<file path="src/rtl/lsu_pkg.sv">
// Shared types, width codes and memory-region bounds for the load/store unit.
package lsu_pkg;

  typedef enum logic [1:0] {
    S_IDLE  = 2'd0,
    S_LD    = 2'd1,
    S_ST_RD = 2'd2,
    S_ST_WR = 2'd3
  } lsu_state_e;

  localparam logic [2:0] F3_B  = 3'b000;
  localparam logic [2:0] F3_H  = 3'b001;
  localparam logic [2:0] F3_W  = 3'b010;
  localparam logic [2:0] F3_BU = 3'b100;
  localparam logic [2:0] F3_HU = 3'b101;

  localparam int unsigned MEM_WORDS  = 256;
  localparam int unsigned TEXT_WORDS = 64;
  localparam logic [31:0] MEM_LIMIT  = 32'(4 * MEM_WORDS);
  localparam logic [31:0] TEXT_LIMIT = 32'(4 * TEXT_WORDS);

  // Requests rejected before any memory access: bad width code, misalignment,
  // out of range, or a store into the instruction region.
  function automatic logic req_fault(input logic       is_store,
                                     input logic [2:0]  funct3,
                                     input logic [31:0] addr);
    logic bad_f3;
    logic misaligned;
    bad_f3     = 1'b0;
    misaligned = 1'b0;
    case (funct3)
      F3_B:    bad_f3 = 1'b0;
      F3_H:    misaligned = addr[0];
      F3_W:    misaligned = |addr[1:0];
      F3_BU:   bad_f3 = is_store;
      F3_HU: begin
        bad_f3     = is_store;
        misaligned = addr[0];
      end
      default: bad_f3 = 1'b1;
    endcase
    return bad_f3 | misaligned | (addr >= MEM_LIMIT) | (is_store & (addr < TEXT_LIMIT));
  endfunction

endpackage

</file>
<file path="src/rtl/lsu_byte_lane.sv">
// Byte-lane datapath: load extract/extend and sub-word store merge.
module lsu_byte_lane
  import lsu_pkg::*;
(
  input  logic [31:0] rd_word,
  input  logic [31:0] old_word,
  input  logic [31:0] new_data,
  input  logic [1:0]  offset,
  input  logic [2:0]  funct3,
  output logic [31:0] load_result,
  output logic [31:0] store_word
);

  logic [31:0] shifted;

  assign shifted = rd_word >> {offset, 3'b000};

  always_comb begin
    case (funct3)
      F3_B:    load_result = {{24{shifted[7]}}, shifted[7:0]};
      F3_BU:   load_result = {24'h0, shifted[7:0]};
      F3_H:    load_result = {{16{shifted[15]}}, shifted[15:0]};
      F3_HU:   load_result = {16'h0, shifted[15:0]};
      default: load_result = rd_word;
    endcase
  end

  // Word stores bypass the merge and write the new data whole.
  always_comb begin
    store_word = old_word;
    case (funct3)
      F3_B:    store_word[{offset, 3'b000} +: 8]         = new_data[7:0];
      F3_H:    store_word[{offset[1], 4'b0000} +: 16]    = new_data[15:0];
      default: store_word = new_data;
    endcase
  end

endmodule

</file>
<file path="src/rtl/load_store_unit.sv">
// Multi-cycle load/store sequencer driving the word-addressed data memory port.
//   state   | meaning
//   S_IDLE  | waiting for start; faults are answered from here
//   S_LD    | memory read, extended result registered into load_data
//   S_ST_RD | sub-word store: old word captured into old_q
//   S_ST_WR | memory write cycle, write lands on the closing edge
module load_store_unit
  import lsu_pkg::*;
(
  input  logic        clk,
  input  logic        reset,
  input  logic        start,
  input  logic        is_store,
  input  logic [2:0]  funct3,
  input  logic [31:0] addr,
  input  logic [31:0] wdata,
  input  logic [31:0] mem_rdata,
  output logic [31:0] mem_addr,
  output logic [31:0] mem_wdata,
  output logic        mem_write,
  output logic        busy,
  output logic        done,
  output logic        fault,
  output logic [31:0] load_data
);

  lsu_state_e  state;
  logic [31:0] addr_q;
  logic [31:0] wdata_q;
  logic [31:0] old_q;
  logic [2:0]  f3_q;
  logic        store_q;
  logic [31:0] ld_ext;
  logic [31:0] st_word;

  lsu_byte_lane u_lane (
    .rd_word     (mem_rdata),
    .old_word    (old_q),
    .new_data    (wdata_q),
    .offset      (addr_q[1:0]),
    .funct3      (f3_q),
    .load_result (ld_ext),
    .store_word  (st_word)
  );

  // Decoded from flops only, so an async reset kills the write immediately.
  assign mem_addr  = {addr_q[31:2], 2'b00};
  assign mem_write = (state == S_ST_WR) && store_q;
  assign mem_wdata = mem_write ? st_word : 32'h0;
  assign busy      = (state != S_IDLE);

  always_ff @(posedge clk or posedge reset) begin
    if (reset) begin
      state     <= S_IDLE;
      addr_q    <= 32'h0;
      wdata_q   <= 32'h0;
      old_q     <= 32'h0;
      f3_q      <= 3'b000;
      store_q   <= 1'b0;
      load_data <= 32'h0;
      done      <= 1'b0;
      fault     <= 1'b0;
    end else begin
      done  <= 1'b0;
      fault <= 1'b0;
      case (state)
        S_IDLE: begin
          if (start) begin
            addr_q  <= addr;
            wdata_q <= wdata;
            f3_q    <= funct3;
            store_q <= is_store;
            if (req_fault(is_store, funct3, addr)) begin
              done  <= 1'b1;
              fault <= 1'b1;
            end else if (!is_store) begin
              state <= S_LD;
            end else if (funct3 == F3_W) begin
              state <= S_ST_WR;
            end else begin
              state <= S_ST_RD;
            end
          end
        end
        S_LD: begin
          load_data <= ld_ext;
          done      <= 1'b1;
          state     <= S_IDLE;
        end
        S_ST_RD: begin
          old_q <= mem_rdata;
          state <= S_ST_WR;
        end
        S_ST_WR: begin
          done  <= 1'b1;
          state <= S_IDLE;
        end
        default: state <= S_IDLE;
      endcase
    end
  end

endmodule

</file>
<file path="config.mk">
export PLATFORM = sky130hd
export DESIGN_NAME = load_store_unit
export DESIGN_NICKNAME = d
export VERILOG_FILES = /design/src/rtl/lsu_pkg.sv /design/src/rtl/lsu_byte_lane.sv /design/src/rtl/load_store_unit.sv
export SDC_FILE = /design/constraint.sdc
export NUM_CORES = 1
export LEC_CHECK = 0
export CAP_MARGIN = 20
export CORE_ASPECT_RATIO = 1.1
export CORE_UTILIZATION = 55
export CTS_BUF_LIST = sky130_fd_sc_hd__clkbuf_4 sky130_fd_sc_hd__clkbuf_8
export DETAILED_ROUTE_END_ITERATION = 10
export HOLD_SLACK_MARGIN = 0.08
export PLACE_DENSITY = 0.9
export SYNTH_ARGS = -nofsm -noshare
export SYNTH_HDL_FRONTEND = slang
export SYNTH_HIERARCHICAL = 1
export SYNTH_SLANG_ARGS = --single-unit
</file>
<file path="constraint.sdc">
create_clock -name clk -period 15.04 [get_ports clk]
set_input_delay 4.512 -clock clk [delete_from_list [all_inputs] [get_ports clk]]
set_output_delay 4.512 -clock clk [all_outputs]
set_load 0.01 [all_outputs]
</file>
### After elaboration in Yosys (flattened, before gate mapping)

Index checks and enable logic that the tools add are counted.

| operators by class | value |
|---|---|
| equality and inequality tests | 12 |
| shift operators | 5 |
| mux-type cells | 20 |
| add/sub/neg operators | 2 |
| magnitude comparators | 2 |
| reduce and logical (&&, ||, !) cells | 12 |
| bitwise logic cells | 4 |

Operators with widths:

| kind | number |
|---|---|
| one-hot mux 32 bit (4 select lines) | 1 |
| bitwise mux 32 bit | 2 |
| one-hot mux 32 bit (2 select lines) | 1 |
| greater-or-equal comparator 32 x 11 -> 1 bit, second input constant | 1 |
| < comparator 32 x 9 -> 1 bit, second input constant | 1 |
| two-way mux 32 bit | 1 |
| variable shift 16 x 7 -> 32 bit, first input constant | 1 |
| variable shift 8 x 7 -> 32 bit, first input constant | 1 |
| variable part select 16 x 7 -> 32 bit | 1 |
| variable part select 8 x 7 -> 32 bit | 1 |
| >> shifter 32 x 5 -> 16 bit | 1 |
| negator 5 -> 7 bit | 2 |
| equality test 3 bit, second input constant | 4 |
| two-way mux 1 bit | 8 |
| OR reduction 2 bit | 4 |
| equality test 3 x 1 -> 1 bit, second input constant | 2 |
| zero test 3 bit | 2 |
| two-way mux 2 bit | 3 |
| one-hot mux 1 bit (2 select lines) | 3 |
| one-hot mux 2 bit (3 select lines) | 1 |
| equality test 2 bit, second input constant | 2 |
| inequality test 2 bit, second input constant | 2 |
| AND reduction 2 bit | 2 |
| equality test 3 x 2 -> 1 bit, second input constant | 1 |
| other kinds (7) | 9 |

| word-level totals | value |
|---|---|
| output and inout bits | 100 |
| bits of input ports | 103 |
| register bits | 136 |

### Logic depth before layout (Yosys ltp)

Gate-level depths: netlist of the first run.

| logic depth | value |
|---|---|
| depth after elaboration | 11 |
| mapped depth | 9 |
| depth with buffers taken out | 7 |

### By module

The synthesis of the first run kept the hierarchy.

By module, submodules not included:

| module | cells each | area each (sq um) | times used | sequential area each (sq um) |
|---|---|---|---|---|
| load_store_unit | 384 | 5753.0 | 1 | 3403.3 |
| lsu_byte_lane | 305 | 1971.9 | 1 | 0.0 |

### Worst setup path before layout of the first run

No wires, ideal clock.

| timing | value |
|---|---|
| path kind | register -> output |
| from | register addr_q[1] |
| to | output port mem_wdata[21] |
| arrival time | 2.187 ns |
| stages on the path, launching flop included | 10 |
| buffers on the path | 2 |
| slack | 8.341 ns |
| required time | 10.528 ns |
| cell sequence | dfrtp_1 -> buf_2 -> inv_1 -> buf_2 -> ha_1 -> inv_1 -> o41ai_2 -> a32oi_1 -> o21ai_0 -> and2_1 |

| between the ends | value |
|---|---|
| longest elaborated chain between the ends | 5 |
| elaborated cells between the ends (all ways) | 10 |
| those cells by class | add/sub (2); shift (4); mux (4) |

Ends and longest elaborated chain:

| what | line | source |
|---|---|---|
| start, declared | load_store_unit.sv:28 | `logic [31:0] addr_q;` |
| start signal, assigned | load_store_unit.sv:69 | `addr_q <= addr;` |
| negator 5 -> 7 bit, on equally long branches | lsu_byte_lane.sv:33, lsu_byte_lane.sv:32 |  |
| variable part select 16 x 7 -> 32 bit (tied with other cells) | lsu_byte_lane.sv:33 | `F3_H: store_word[{offset[1], 4'b0000} +: 16] = new_data[15:0];` |
| bitwise mux 32 bit, on equally long branches | lsu_byte_lane.sv:33, lsu_byte_lane.sv:32 |  |
| one-hot mux 32 bit (2 select lines) * | lsu_byte_lane.sv:31 | `case (funct3)` |
| named net st_word[21] | load_store_unit.sv:34 | `logic [31:0] st_word;` |
| two-way mux 32 bit * | load_store_unit.sv:49 | `assign mem_wdata = mem_write ? st_word : 32'h0;` |
| end, declared | load_store_unit.sv:19 | `output logic [31:0] mem_wdata,` |

The timed path passes the listed nets; every way through them passes the cells marked *.

### Worst setup path in the final report of the first run

| timing | value |
|---|---|
| from | register addr_q[0] |
| to | output port mem_wdata[21] |

| between the ends | value |
|---|---|
| longest elaborated chain between the ends | 5 |
| elaborated cells between the ends (all ways) | 6 |
| those cells by class | add/sub (1); shift (2); mux (3) |

Ends and longest elaborated chain:

| what | line | source |
|---|---|---|
| negator 5 -> 7 bit * | lsu_byte_lane.sv:32 | `F3_B: store_word[{offset, 3'b000} +: 8] = new_data[7:0];` |
| variable part select 8 x 7 -> 32 bit / variable shift 8 x 7 -> 32 bit (equally long branches) | lsu_byte_lane.sv:32 |  |
| bitwise mux 32 bit * | lsu_byte_lane.sv:32 |  |
| one-hot mux 32 bit (2 select lines) * | lsu_byte_lane.sv:31 |  |
| named net st_word[21] | load_store_unit.sv:34 |  |
| two-way mux 32 bit * | load_store_unit.sv:49 |  |

Marked as above.

==> results of run 1 <==
[path summary, 6_finish.rpt]
kind,to,slack (ns),cells past startpoint
worst max-delay path,mem_wdata[21],6.85,8
worst max register to register,load_data[18]$_DFFE_PP0P_,12.77,6
min in group asynchronous,addr_q[4]$_DFFE_PP0P_,4.50,2
worst min-delay path,addr_q[13]$_DFFE_PP0P_,0.51,1
max in group asynchronous,old_q[26]$_DFFE_PP0P_,9.20,3
worst min register to register,addr_q[13]$_DFFE_PP0P_,0.51,1
[area by class of cell]
type / count / area, um^2 / share of cell area [%]
multi-input cells: 459 / 3750 / 37.6
inverters: 16 / 65.1 / 0.652
clock inverters: 10 / 144 / 1.44
well taps: 188 / 235 / 2.36
repair buffers: 210 / 2100 / 21.0
flip-flops and latches: 136 / 3400 / 34.1
clock buffers: 22 / 284 / 2.85
[critical path, stage by stage, from the launching register on]
cell and delay, ns:
dfrtp_1 0.56, clkinv_1 0.40, ha_1 0.45, inv_1 0.09, o41ai_2 0.73, a32oi_1 0.10
o21ai_0 0.21, and2_1 0.14, clkdlybuf4s50_1 0.53
[per-stage QoR]
stage / std cells / util [%] / instance area [um^2]
final: 1041 / 72.6 / 9980
after global routing: 1041 / 72.6 / 9980
after CTS: 1040 / 72.4 / 9950
after detailed placement: 1008 / 69.3 / 9520
after global placement: 1008 / 69.3 / 9520
after floorplan: 690 / - / 7730
[power by group through the flow]
stage,combinational [W],sequential (W),clock (W)
after floorplan,0.000127,0.000401,0
after global placement,0.000175,0.000412,0
after detailed placement,0.000181,0.000413,0
after CTS,0.000183,0.000406,0.000329
after global routing,0.000203,0.000407,0.000345
final,0.000188,0.000405,0.000323
[flip-flops by register name, summed over array words and instances, names as in the netlist]
| name | cells |
|---|---|
| addr_q | 32 |
| load_data | 32 |
| old_q | 32 |
| wdata_q | 32 |
| f3_q | 3 |
| state | 2 |
| done | 1 |
| fault | 1 |
| store_q | 1 |
[layer usage]
layer  global-route usage (%)  vias to the layer above
li1                         -                     2792
met1                     40.4                     3075
met2                     46.6                      338
met3                     7.07                       54
met4                     13.9                        0
met5                        0                        -
[layout by cell type (no fill, tap or decap), types with 19 or more instances in the layout]
cell type and count:
a21oi_1 19, o21ai_0 38, clkdlybuf4s50_1 200, mux2_2 126
dfrtp_1 136, a22oi_1 22, and2_1 32, clkbuf_8 19
nor2_1 26, nand2_1 26
[cells by family (layout without fill, tap and decap cells)]
logic type,after synthesis,in the layout,synth area share [%]
buffers and inverters,95,258,7.58
DFF,136,136,44.1
adders and majority gates,5,5,0.810
other,1,2,0.0485
and+or+nand+nor,140,140,9.82
muxes,157,157,23.4
AOI/OAI and AO/OA,155,155,14.3
==> flow_summary_export.csv, run 1 <==
group,metric,value,unit
global_route,grt_pass1_wl,33400,um
clocking,clock-sinks,136,
hold_path,holdCritPathClass,"register to register",
sta,fin_crit,8.19,ns
critical_path,crit_arrival,3.68,ns
sta,fin_crit_sh,54.5,%
sta,worst_pin_slew,0.971,ns
critical_path,critPathRequiredTime,10.53,ns
detailed_routing,wl_met3,1700,um
synth,yosysWarnings,6,
critical_path,worstSetupStartpointType,"register",
clocking,path_clk_slew,0.08,ns
critical_path,r2r-start,"addr_q[0]$_DFFE_PP0P_",
detailed_routing,top_layer_used,"met4",
layout,fillers,999,
hold_path,worst_hold_startpoint,"addr_q[13]$_DFFE_PP0P_",
place,dp_hpwl,15200,um
detailed_routing,drcViolationCount,0,
synth,synth_top_area_share,44.1,%
critical_path,crit_fanout,11,
place,portBuffers,200,
clocking,clockRootBuffer,"clkbuf_8",
sta,finalWorstSetupSlack,6.85,ns
die,fp.dieW,115,um
pwr,ir_drop,63.2,uV
pwr,power_frac_comb,20.5,%
sta,slew_violations,0,
synth,yosys-top-cells-count,"dfrtp_1, mux2_2, buf_4, o21ai_0, and2_1",
layout,final_layout_size_suffix_gt1_share,23.1,%
detailed_routing,drt_pre_antenna_iters,6,
layout,diodes,0,
global_route,antenna_found_initial,0,
sta,timing_hold_violations_final,0,
clocking,cts_setup_buffers,0,
clocking,ctsResizeCount,0,
die,core-area,0.0137,mm^2
clocking,cts_buffers,17,
job,cap_violations,0,
detailed_routing,vias,6259,
sta,fmax,122,MHz
synth,ys_ff_latch,136,
place,gp_congestion,0.925,
pwr,p_sw,0.000256,W
synth,yosysTopAreaCell,"dfrtp_1",
clocking,clk_latency,0.45,ns
die,io_pins,203,
place,pre_cts_ws,6.62,ns
detailed_routing,antenna_left,0,
global_route,grt_max_degree,75,
global_route,grt_pass1_vias,6241,
detailed_routing,wl_met2,10200,um
clocking,clock_path_buffers,2,
layout,syn_to_final_growth,29.2,%
clocking,ctsHoldBuffers,0,
sta,slew_headroom,35.3,%
critical_path,worstSetupStartpoint,"addr_q[0]$_DFFE_PP0P_",
synth,syn_inst,689,
die,dieHeight,126,um
detailed_routing,totalWireLength,21200,um
synth,syn_area_per_cell,11.2,um^2
clocking,htreeDepth,4,
pwr,clockPowerShare,35.3,%
pwr,internal_power,0.000660,W
synth,ys_types,56,
pwr,total_power,0.000916,W
sta,rsz0062_at_grt,"false",
die,initial_utilization,56.2,%
pwr,pwr_density_cell,91.8,mW/mm^2
die,rows,45,
detailed_routing,m1WireLength,8630,um
pwr,pwr-share-seq,44.2,%
synth,synth-edff-count,0,
global_route,grt_usage,30.2,%
detailed_routing,routedWlPerCell,20.4,um
layout,fin_nets,948,
synth,async_flop_share,100,%
clocking,tritoncts,"yes",
synth,ys.flop_type,"dfrtp_1",
pwr,sw_frac_of_total,28.0,%
detailed_routing,drt_iter0_drc,484,
sta,finalSetupViolCount,0,
synth,yosysSeqAreaShare,44.1,%
critical_path,crit_path_end_kind,"output pin",
sta,finalSetupTns,0,ns
pwr,leakagePower,4.45,nW
detailed_routing,via_per_inst,6.01,
die,die-area,0.0145,mm^2
sta,holdWs,0.506,ns
synth,yosysMostFrequentCell,"dfrtp_1",
global_route,grt_overflow_total,0,
sta,fin_worst_skew,0.0112,ns
critical_path,path_class,"register to output pin",
synth,syn_area,0.00772,mm^2
synth,yosys-top-cells-area,"dfrtp_1, mux2_2, buf_4",
outcome,status,"completed",
Note: power is estimated with default switching activity, not from simulation.
==> run 2: changes to the inputs <==
- CORE_UTILIZATION: 55 -> 46
- PLACE_DENSITY: 0.9 -> 0.8
- clock period: 15.04 -> 6.9 ns (I/O delays scaled with it)
==> flow_summary_export.csv, run 2 (synthesized netlist as in run 1, its figures left out) <==
group,metric,value,unit
sta,finalSetupTns,0,ns
clocking,clockRootBuffer,"clkbuf_8",
critical_path,crit_fanout,19,
critical_path,worstSetupStartpointType,"register",
critical_path,path_class,"register to output pin",
global_route,grt_overflow_total,0,
detailed_routing,drt_iter0_drc,630,
die,io_pins,203,
sta,rsz0062_at_grt,"false",
place,dp_hpwl,14800,um
clocking,cts_buffers,17,
layout,fin_nets,950,
layout,layout_common_cells,"clkdlybuf4s50_1, dfrtp_1, mux2_2",
global_route,grt_pass1_vias,5871,
global_route,antenna_found_initial,0,
critical_path,critPathRequiredTime,4.83,ns
layout,diodes,0,
die,rows,49,
critical_path,crit_path_end_kind,"output pin",
sta,worst_pin_slew,1.00,ns
place,place_area,0.00956,mm^2
detailed_routing,routedWlPerCell,19.7,um
outcome,failed_checks,"DRC",
sta,slew_headroom,33.0,%
detailed_routing,drcViolationCount,10,
job,cap_violations,0,
sta,finalSetupViolCount,0,
critical_path,reg2reg_setup_slack,4.49,ns
sta,timing_hold_violations_final,0,
clocking,clk_latency,0.45,ns
critical_path,r2r-end,"wdata_q[19]$_DFFE_PP0P_",
sta,fin_crit,5.33,ns
clocking,cts_setup_buffers,0,
detailed_routing,antenna_left,0,
clocking,clock-sinks,136,
die,initial_utilization,47.2,%
pwr,ir_drop,121,uV
critical_path,ff2ff_path_depth,4,
layout,syn_to_final_growth,29.4,%
place,gp_congestion,0.883,
pwr,leakagePower,4.44,nW
layout,layout_commonest_cell,"clkdlybuf4s50_1",
critical_path,crit_arrival,3.26,ns
clocking,ctsResizeCount,0,
detailed_routing,totalWireLength,20800,um
sta,fmax,188,MHz
detailed_routing,vias,6066,
detailed_routing,via_per_inst,5.73,
layout,fillers,1326,
sta,slew_violations,0,
global_route,grt_max_degree,109,
sta,fin_worst_skew,0.00803,ns
clocking,path_clk_slew,0.08,ns
hold_path,min_delay_worst_endpoint,"load_data[3]$_DFFE_PP0P_",
clocking,clock_path_buffers,2,
hold_path,hold_depth,1,
clocking,ctsHoldBuffers,0,
global_route,grt_usage,24.3,%
die,fp.dieW,126,um
sta,fin_crit_sh,77.3,%
critical_path,r2r-start,"state[0]$_DFFE_PP0P_",
hold_path,holdCritPathClass,"register to register",
hold_path,worst_hold_startpoint,"load_data[3]$_DFFE_PP0P_",
pwr,pwr_density_cell,198,mW/mm^2
layout,fin_area,0.0100,mm^2
outcome,status,"complete, but fails checks",
clocking,tritoncts,"yes",
global_route,grt_pass1_wl,32300,um
die,die-area,0.0173,mm^2
detailed_routing,drt_pre_antenna_iters,9,
die,core-area,0.0164,mm^2
die,dieHeight,138,um
place,portBuffers,200,
layout,final_layout_size_suffix_gt1_share,23.3,%
clocking,htreeDepth,4,
==> run 2: cell types whose count changed in the layout (fill, tap and decap cells not counted) <==
cell | previous run | this run
inv_6 | 2 | 3
clkbuf_8 | 19 | 17
clkbuf_4 | 3 | 0
buf_4 | 9 | 11
clkinv_2 | 1 | 3
clkinvlp_4 | 3 | 5
==> run 2: through the flow <==
step	setup slack (ns)	util (%)	std cells	total power [W]	hold WS, ns
after floorplan	1.19	-	690	0.00115	0.473
after global placement	2.11	58.4	1026	0.00129	0.469
after detailed placement	2.09	58.4	1026	0.00130	0.477
after CTS	1.57	60.9	1058	0.00199	0.510
after global routing	1.32	61.1	1059	0.00207	0.520
final	1.57	61.1	1059	0.00198	0.509
==> run 2: worst max-delay path by stage <==
| stage | start | endpoint | slack, ns | cells past startpoint |
|---|---|---|---|---|
| after floorplan | reset | addr_q[0]$_DFFE_PP0P_ | 1.19 | 1 |
| after global placement | addr_q[1]$_DFFE_PP0P_ | mem_wdata[12] | 2.11 | 8 |
| after detailed placement | addr_q[1]$_DFFE_PP0P_ | mem_wdata[12] | 2.09 | 8 |
| after CTS | addr_q[1]$_DFFE_PP0P_ | mem_wdata[12] | 1.57 | 8 |
| after global routing | addr_q[1]$_DFFE_PP0P_ | mem_wdata[12] | 1.32 | 8 |
| final | addr_q[1]$_DFFE_PP0P_ | mem_wdata[12] | 1.57 | 8 |
==> run 2: cell type report <==
| class | count | area (um^2) | area share, % |
|---|---|---|---|
| inverters | 16 | 65.1 | 0.651 |
| clock inverters | 15 | 178 | 1.78 |
| multi-input cells | 459 | 3750 | 37.5 |
| clock buffers | 17 | 234 | 2.34 |
| repair buffers | 212 | 2110 | 21.1 |
| well taps | 204 | 255 | 2.55 |
| flip-flops and latches | 136 | 3400 | 34.0 |
==> run 2: power by group <==
part	switching, W	internal [W]	total, W
logic	0.000200	0.000211	0.000412
registers	0.0000388	0.000837	0.000875
clock network	0.000332	0.000358	0.000690
total	0.000571	0.00141	0.00198
==> run 2: worst max-delay path: stages, from the launching register on <==
cell and delay [ns]:
dfrtp_1 0.38, inv_1 0.42, ha_1 0.25, clkinv_1 0.23, nor3_2 0.45, a221oi_1 0.15, a211oi_1 0.23, and2_1 0.16
clkdlybuf4s50_1 0.53
==> run 2: metal layers <==
layer,vias up,routed length [um],global-route usage (%),share of wire [%]
li1,2786,-,-,-
met4,0,719,10.8,3.5
met3,59,1460,5.94,7.0
met1,2955,9110,32.3,44
met5,-,0,0,0
met2,266,9530,37.9,46
==> run 3: changes to the inputs <==
- clock period: 6.9 -> 4.8 ns (I/O delays scaled with it)
==> flow_summary_export.csv, run 3 (synthesized netlist as in run 1, its figures left out) <==
group,metric,value,unit
die,die-area,0.0173,mm^2
critical_path,ff2ff_path_depth,6,
job,cap_violations,0,
critical_path,r2r-end,"load_data[24]$_DFFE_PP0P_",
critical_path,worstSetupStartpoint,"addr_q[1]$_DFFE_PP0P_",
die,fp.dieW,126,um
critical_path,r2r-start,"f3_q[2]$_DFFE_PP0P_",
critical_path,cpMaxStageDelayCell,"clkdlybuf4s50_1",
sta,timing_hold_violations_final,0,
critical_path,crit_arrival,3.12,ns
hold_path,holdCritPathClass,"register to register",
global_route,grt_pass1_vias,5825,
detailed_routing,totalWireLength,21100,um
die,core-area,0.0164,mm^2
critical_path,worst_path_largest_cell_delay,0.53,ns
global_route,antenna_found_initial,0,
pwr,leakagePower,4.43,nW
detailed_routing,drt_iter0_drc,628,
global_route,grt_pass1_wl,32500,um
global_route,grt_usage,24.5,%
detailed_routing,drt_pre_antenna_iters,9,
sta,fin_worst_skew,0.00720,ns
sta,finalSetupViolCount,0,
sta,rsz0062_at_grt,"false",
global_route,grt_max_degree,137,
layout,layout_common_cells,"clkdlybuf4s50_1, dfrtp_1, mux2_2",
layout,syn_to_final_growth,29.1,%
clocking,htreeDepth,4,
die,rows,49,
critical_path,cp-endpoint,"mem_wdata[28]",
clocking,clk_latency,0.44,ns
clocking,path_clk_slew,0.08,ns
critical_path,worstSetupStartpointType,"register",
layout,stdcell_count,1058,
layout,diodes,0,
outcome,status,"complete, but fails checks",
die,io_pins,203,
clocking,tritoncts,"yes",
critical_path,reg2reg_setup_slack,2.45,ns
detailed_routing,via_per_inst,5.80,
critical_path,critPathRequiredTime,3.36,ns
detailed_routing,drcViolationCount,9,
sta,holdWs,0.499,ns
critical_path,crit_path_end_kind,"output pin",
clocking,clock_path_buffers,2,
critical_path,crit_fanout,19,
place,gp_congestion,0.899,
clocking,clock-sinks,136,
layout,fin_nets,950,
critical_path,path_class,"register to output pin",
detailed_routing,vias,6139,
detailed_routing,antenna_left,0,
clocking,cts_buffers,17,
die,initial_utilization,47.2,%
die,dieHeight,138,um
place,portBuffers,200,
sta,fmax,219,MHz
clocking,clockRootBuffer,"clkbuf_8",
sta,slew_headroom,37.7,%
sta,slew_violations,0,
pwr,pwr_density_cell,276,mW/mm^2
sta,worst_pin_slew,0.934,ns
critical_path,crit_chain,"clkinvlp_4, ha_1, nand2b_1, nor2_1, a221o_1, a22o_1, and2_1, clkdlybuf4s50_1",
global_route,grt_overflow_total,0,
place,dp.cells,1027,
layout,layout_commonest_cell,"clkdlybuf4s50_1",
clocking,cts_setup_buffers,0,
layout,final_layout_size_suffix_gt1_share,23.3,%
detailed_routing,routedWlPerCell,19.9,um
sta,fin_crit_sh,95.0,%
outcome,failed_checks,"DRC",
sta,fin_crit,4.56,ns
sta,finalSetupTns,0,ns
place,dp_hpwl,14900,um
pwr,ir_drop,184,uV
==> run 3: area by class of cell <==
type | instances | area (um^2)
Inverter | 16 | 67.6
Multi-Input combinational cell | 459 | 3760
Fill cell | 1348 | 6400
Clock buffer | 23 | 298
Tap cell | 204 | 255
Timing Repair Buffer | 212 | 2120
Clock inverter | 8 | 72.6
Sequential cell | 136 | 3400
==> run 3: layer usage <==
metal	global-route usage (%)	wire, um	up-vias
met5	0	0	-
met1	33.3	9120	3070
li1	-	-	2779
met2	38.6	10000	249
met4	9.35	479	0
met3	5.32	1450	41
==> run 3: worst max-delay path: cells and delay by family, from the launching register on <==
kind,cells,cell delay (ns)
flip-flops,1,0.40
adder cells (fa/ha/maj),1,0.32
buffers and inverters,2,0.84
AO/OA/AOI/OAI,2,0.36
AND/OR/NAND/NOR,3,0.77
==> run 3: worst min-delay path by stage <==
stage / startpoint / to / slack, ns / cells past startpoint
after floorplan: store_q$_DFFE_PP0P_ / store_q$_DFFE_PP0P_ / 0.47 / 1
after global placement: load_data[3]$_DFFE_PP0P_ / load_data[3]$_DFFE_PP0P_ / 0.47 / 1
after detailed placement: load_data[3]$_DFFE_PP0P_ / load_data[3]$_DFFE_PP0P_ / 0.48 / 1
after CTS: store_q$_DFFE_PP0P_ / store_q$_DFFE_PP0P_ / 0.51 / 1
after global routing: load_data[3]$_DFFE_PP0P_ / load_data[3]$_DFFE_PP0P_ / 0.52 / 1
final: load_data[3]$_DFFE_PP0P_ / load_data[3]$_DFFE_PP0P_ / 0.50 / 1
==> run 3: timing repair <==
item,in CTS,in global routing
setup endpoints to repair,0,8
resized for setup,0,2
hold buffers,0,0
==> run 3: per-stage QoR <==
step                total power, W  cell area, um^2  util (%)  worst slack [ns]
finish                     0.00276             9970      60.9             0.241
floorplan                  0.00166             7730         -              1.17
detailed placement         0.00187             9590      58.6             0.606
global route               0.00288             9970      60.9            0.0251
CTS                        0.00277             9960      60.8             0.116
global placement           0.00186             9590      58.6             0.645
==> run 3: where the power goes <==
group          internal, W  switching [W]  total [W]
logic             0.000306       0.000285   0.000592
clock network     0.000461       0.000439   0.000900
registers          0.00120      0.0000607    0.00126
total              0.00197       0.000785    0.00276
